<file path="config.mk">
export PLATFORM = sky130hd
export DESIGN_NAME = reg_file_mp
export DESIGN_NICKNAME = d
export VERILOG_FILES = /design/src/rtl/reg_file_pkg.sv /design/src/rtl/reg_file_wr_sel.sv /design/src/rtl/reg_file_mp.sv
export SDC_FILE = /design/constraint.sdc
export NUM_CORES = 2
export LEC_CHECK = 0
export BUFFER_PORTS_ARGS = -buffer_cell sky130_fd_sc_hd__buf_2
export CAP_MARGIN = 25
export CORE_ASPECT_RATIO = 1.4
export CORE_MARGIN = 4
export CORE_UTILIZATION = 45
export DETAILED_ROUTE_END_ITERATION = 10
export GPL_ROUTABILITY_DRIVEN = 0
export PLACE_DENSITY_LB_ADDON = 0.08
export SLEW_MARGIN = 40
export SYNTH_ARGS = -nofsm -noshare
export SYNTH_HDL_FRONTEND = slang
export SYNTH_SLANG_ARGS = --single-unit
</file>
<file path="constraint.sdc">
create_clock -name clk -period 3.54 [get_ports clk]
set_clock_uncertainty 0.15 [all_clocks]
set_input_delay 0.708 -clock clk [delete_from_list [all_inputs] [get_ports clk]]
set_output_delay 0.708 -clock clk [all_outputs]
set_load 0.05 [all_outputs]
</file>
<file path="src/rtl/reg_file_pkg.sv">
// Shared constants and types for the multi-port register file.
package reg_file_pkg;
   localparam int DEF_DATA_W   = 32;
   localparam int DEF_NUM_REGS = 32;
   localparam int DEF_ADDR_W   = $clog2(DEF_NUM_REGS);
   localparam int ZERO_REG     = 0;

   typedef logic [DEF_DATA_W-1:0] word_t;
   typedef logic [DEF_ADDR_W-1:0] reg_idx_t;
endpackage

</file>
<file path="src/rtl/reg_file_wr_sel.sv">
// Priority selector: folds NUM_WR write ports into per-register enable and data.
// The highest-index port targeting a register wins; register 0 never gets an enable.
module reg_file_wr_sel
   import reg_file_pkg::*;
#(
   parameter int DATA_W   = DEF_DATA_W,
   parameter int NUM_REGS = DEF_NUM_REGS,
   parameter int NUM_WR   = 2,
   parameter int ADDR_W   = $clog2(NUM_REGS)
) (
   input  logic [NUM_WR-1:0]                   wr_en,
   input  logic [NUM_WR*ADDR_W-1:0]            wr_addr,
   input  logic [NUM_WR*DATA_W-1:0]            wr_data,
   output logic [NUM_REGS-1:0]                 reg_we,
   output logic [NUM_REGS-1:0][DATA_W-1:0]     reg_wd
);

   always_comb begin
      reg_we = '0;
      reg_wd = '0;
      for (int r = ZERO_REG + 1; r < NUM_REGS; r++) begin
         // Ascending scan lets later (higher-index) ports overwrite earlier ones.
         for (int k = 0; k < NUM_WR; k++) begin
            if (wr_en[k] && (wr_addr[k*ADDR_W +: ADDR_W] == ADDR_W'(r))) begin
               reg_we[r] = 1'b1;
               reg_wd[r] = wr_data[k*DATA_W +: DATA_W];
            end
         end
      end
   end

endmodule

</file>
<file path="src/rtl/reg_file_mp.sv">
// Multi-port register file with per-register pending scoreboard.
// Optional same-cycle write-to-read bypass is enabled by defining REGFILE_BYPASS_EN.
module reg_file_mp
   import reg_file_pkg::*;
#(
   parameter  int DATA_W   = DEF_DATA_W,
   parameter  int NUM_REGS = DEF_NUM_REGS,
   parameter  int NUM_RD   = 2,
   parameter  int NUM_WR   = 2,
   localparam int ADDR_W   = $clog2(NUM_REGS)
) (
   input  logic                       clk,
   input  logic                       reset,
   input  logic [NUM_RD*ADDR_W-1:0]   rd_addr,
   output logic [NUM_RD*DATA_W-1:0]   rd_data,
   output logic [NUM_RD-1:0]          rd_pend,
   input  logic [NUM_WR-1:0]          wr_en,
   input  logic [NUM_WR*ADDR_W-1:0]   wr_addr,
   input  logic [NUM_WR*DATA_W-1:0]   wr_data,
   input  logic                       iss_en,
   input  logic [ADDR_W-1:0]          iss_addr,
   output logic                       any_pend
);

   logic [NUM_REGS-1:0][DATA_W-1:0] regs_q, regs_d;
   logic [NUM_REGS-1:0]             pend_q, pend_d;
   logic [NUM_REGS-1:0]             reg_we;
   logic [NUM_REGS-1:0][DATA_W-1:0] reg_wd;
   logic [ADDR_W-1:0]               ra;

   reg_file_wr_sel #(
      .DATA_W   (DATA_W),
      .NUM_REGS (NUM_REGS),
      .NUM_WR   (NUM_WR),
      .ADDR_W   (ADDR_W)
   ) u_wr_sel (
      .wr_en   (wr_en),
      .wr_addr (wr_addr),
      .wr_data (wr_data),
      .reg_we  (reg_we),
      .reg_wd  (reg_wd)
   );

   // Issue sets after writeback clears, so a new producer stays outstanding.
   always_comb begin
      regs_d = regs_q;
      pend_d = pend_q;
      for (int r = 0; r < NUM_REGS; r++) begin
         if (reg_we[r]) begin
            regs_d[r] = reg_wd[r];
            pend_d[r] = 1'b0;
         end
         if (iss_en && (iss_addr == ADDR_W'(r))) begin
            pend_d[r] = 1'b1;
         end
      end
      regs_d[ZERO_REG] = '0;
      pend_d[ZERO_REG] = 1'b0;
   end

   always_ff @(posedge clk or negedge reset) begin
      if (!reset) begin
         regs_q <= '0;
         pend_q <= '0;
      end else begin
         regs_q <= regs_d;
         pend_q <= pend_d;
      end
   end

   always_comb begin
      rd_data = '0;
      rd_pend = '0;
      ra      = '0;
      for (int i = 0; i < NUM_RD; i++) begin
         ra = rd_addr[i*ADDR_W +: ADDR_W];
         rd_data[i*DATA_W +: DATA_W] = regs_q[ra];
         rd_pend[i]                  = pend_q[ra];
`ifdef REGFILE_BYPASS_EN
         // Gated by reset so outputs read zero while reset is held.
         if (reset && reg_we[ra]) begin
            rd_data[i*DATA_W +: DATA_W] = reg_wd[ra];
            rd_pend[i] = (iss_en && (iss_addr == ra)) ? pend_q[ra] : 1'b0;
         end
`endif
      end
   end

   assign any_pend = |pend_q;

endmodule

</file>
==> impl_metrics.yaml <==
synthesis:
  synth_top_area_share_pct: 39.9
  syn_inst: 6138
  synth_top_cell_by_area: "dfrtp_1"
  synthesis.nets: 6232
  yosys_warnings: 0
  synth_seq_cells: 1023
  synth_area_per_cell_um2: 10.5
  synth_cell_types: 40
  synth.yosys.seq_area_share_pct: 39.9
  synth_area_um2: 64200
  synth.area.top_cells: "dfrtp_1 40%, mux2i_1 19%, mux4_2 14%, a21oi_1 4.0%, o21ai_0 3.6%"
sta:
  finalCritPeriodShare_pct: 102
  relSlewSlack_pct: 40.2
  max_freq_ghz: 0.278
  hold_viol_final: 0
  timing.setup.tns_ns: -0.0707
  setup_viol: 3
  tightest_slew_ns: 0.892
  rsz0062_at_grt: "yes"
  drv_slew: 0
  fin_crit_ns: 3.59
  worst_slack_ns: -0.0544
drt:
  routed-wl-met2_um: 131000
  ant_nets: 0
  wl_met3_um: 22800
  highest_layer: "met5"
  via_per_inst: 6.58
  drcViolationCount: 0
  vias: 53600
  first_iter_violations: 6059
  drtPass1Iterations: 6
  detail_route.wl_per_cell_um: 34.5
  drt_wl_total_um: 280000
  m1WireLength_um: 107000
worst_setup_path:
  arrival_ns: 2.74
  cp_max_fo: 42
  critical_path_required_ns: 2.68
  crit_path_start_kind: "input pin"
  r2r_start: "regs_q[650]"
  reg2reg_depth: 2
  rrSetupSlack_ns: 2.57
  worstReg2RegEnd: "regs_q[650]"
  worst_setup_path_end_kind: "output port"
  critPathKind: "input pin to output port"
cells_and_area:
  layout_commonest_cell: "mux2i_1"
  drive_gt1_share_pct: 23.0
  syn_to_final_growth_pct: 17.1
  nFillCells: 12400
  finish.utilization_pct: 53.2
  multi_input_area_um2: 36200
  final_area_um2: 75100
  nets: 6230
  layout_common_cells: "1189 x mux2i_1, 1023 x dfrtp_1, 531 x nand2_1, 522 x nor2_1, 512 x a21oi_1"
  stdcell_count: 8139
  final-seq-area_um2: 25600
floorplan:
  io-pin-count: 161
  rows: 163
  die_w_um: 327
  core-area_um2: 141000
  initial_core_util_pct: 45.4
  die_h_um: 455
  die_area_um2: 149000
clock_tree:
  clock_sinks: 1023
  htreeDepth: 3
  clk-insertion-delay-late_ns: 0.75
  cts_buffers: 113
  clk_pin_slew_worst_paths_ns: 0.06
  clock-root-buffer: "clkbuf_16"
  cts_buffer_depth: 3
  cts_tree: "done"
placed_design:
  place_area_um2: 70600
  hpwlAfterDp_um: 178000
  portBuffers: 160
  dp.cells: 7895
pwr:
  p_per_area_nw_per_um2: 557
  vdd_drop_max_uv: 396
  leakagePower_nw: 33.8
  total_power_w: 0.0418
min_path:
  holdCritPathClass: "input pin to register"
  hold_depth: 4
  hp-start: "iss_addr[3]"
  min_to: "pend_q[2]"
global_routing:
  grt_pass1_vias: 52800
  grt_antenna_before_repair: 18
  grt_overflow: 0
  track_usage_pct: 37.2
  grt_start_max_net_pins: 85
  grt_pass1_wl_um: 399000
run_status:
  run_status: "finished, violations left"
  violations: "setup timing"
job:
  cap_violations: 0
[report_power, final]
part | internal [W] | switching [W] | leakage (nW) | total, W
clock network | 0.00745 | 0.00537 | 1.93 | 0.0128
registers | 0.0148 | 0.00268 | 12.5 | 0.0175
logic | 0.00601 | 0.00551 | 19.4 | 0.0115
[sequential cells by signal, indices dropped and copies added, names as in the netlist]
register  count
regs_q      992
pend_q       31
[metrics by stage]
step                hold WS [ns]  setup slack [ns]
finish                     0.222           -0.0544
global route               0.269           -0.0571
CTS                        0.209           -0.0624
detailed placement         0.406            -0.164
global placement           0.393            -0.157
floorplan                  0.262             0.120
[layout make-up]
| cell class | count | area share [%] |
|---|---|---|
| Tap cell | 1897 | 3.16 |
| Inverter | 6 | 0.0300 |
| Sequential cell | 1023 | 34.1 |
| Clock buffer | 171 | 4.52 |
| Multi-Input combinational cell | 4377 | 48.2 |
| Clock inverter | 38 | 0.681 |
| Antenna cell | 12 | 0.0400 |
| Timing Repair Buffer | 615 | 9.29 |
[worst max-delay path by stage]
stage,from,cells past startpoint,slack (ns),endpoint
after detailed placement,rd_addr[5],9,-0.16,rd_data[62]
after global routing,rd_addr[0],7,-0.06,rd_data[0]
after floorplan,rd_addr[0],8,0.12,rd_data[21]
final,rd_addr[0],7,-0.05,rd_data[0]
after CTS,rd_addr[0],7,-0.06,rd_data[0]
after global placement,rd_addr[5],9,-0.16,rd_data[62]
[repair_timing]
action                                  4_1_cts  5_1_grt
hold buffers                                  1        0
resized for setup                            26       42
gates cloned                                  4        2
endpoints found under the setup margin       35       29
setup buffers                                 4       13
pin swaps                                     0        1
endpoints found under the hold margin        25        0
[synthesized netlist by cell type]
master and n:
nor3_1 5, mux2_2 65, nand4_1 2, and4_1 2, nor2_1 530, nor2_2 9
nor4b_2 1, and4b_1 3, a22o_1 197, and2_1 77, a21oi_1 512, nor4bb_1 2
nand4bb_1 3, o22ai_1 66, clkbuf_1 496, o21ai_1 100, buf_4 67, buf_1 40
or2_2 3, nor2b_1 12, buf_6 16, or4_1 1, buf_2 113, nand2b_1 10
nand3b_1 2, and3_1 1, dfrtp_1 1023, inv_1 6, nor4b_1 1, o21ai_0 468
a211oi_1 66, nand4b_1 3, o31ai_1 66, mux2i_1 1192, mux4_2 396, nand2_1 561
nor4_1 7, and4bb_2 2, a32o_1 9, nor2_4 3
[cell families (layout without fill, tap and decap cells)]
| family | Yosys count | after routing | share of synthesized area, % |
|---|---|---|---|
| muxes | 1653 | 1653 | 33.6 |
| AOI/OAI and AO/OA | 1484 | 1484 | 13.4 |
| and+or+nand+nor | 1240 | 1240 | 7.96 |
| DFF | 1023 | 1023 | 39.9 |
| buffers and inverters | 738 | 830 | 5.11 |
| other | 0 | 12 | 0 |
[worst max-delay path, cell delays in order]
cell and delay [ns]:
buf_8 0.14, buf_16 0.30, mux4_2 0.55, a22o_1 0.27
o21ai_1 0.24, o31ai_2 0.25, buf_12 0.24
[routing by layer]
metal / vias to the layer above / GRT usage (%)
met2: 3091 / 59.9
li1: 22500 / -
met5: - / 0
met4: 4 / 22.7
met3: 916 / 6.50
met1: 27100 / 47.1
No activity file was read; power rests on OpenSTA's default activity.
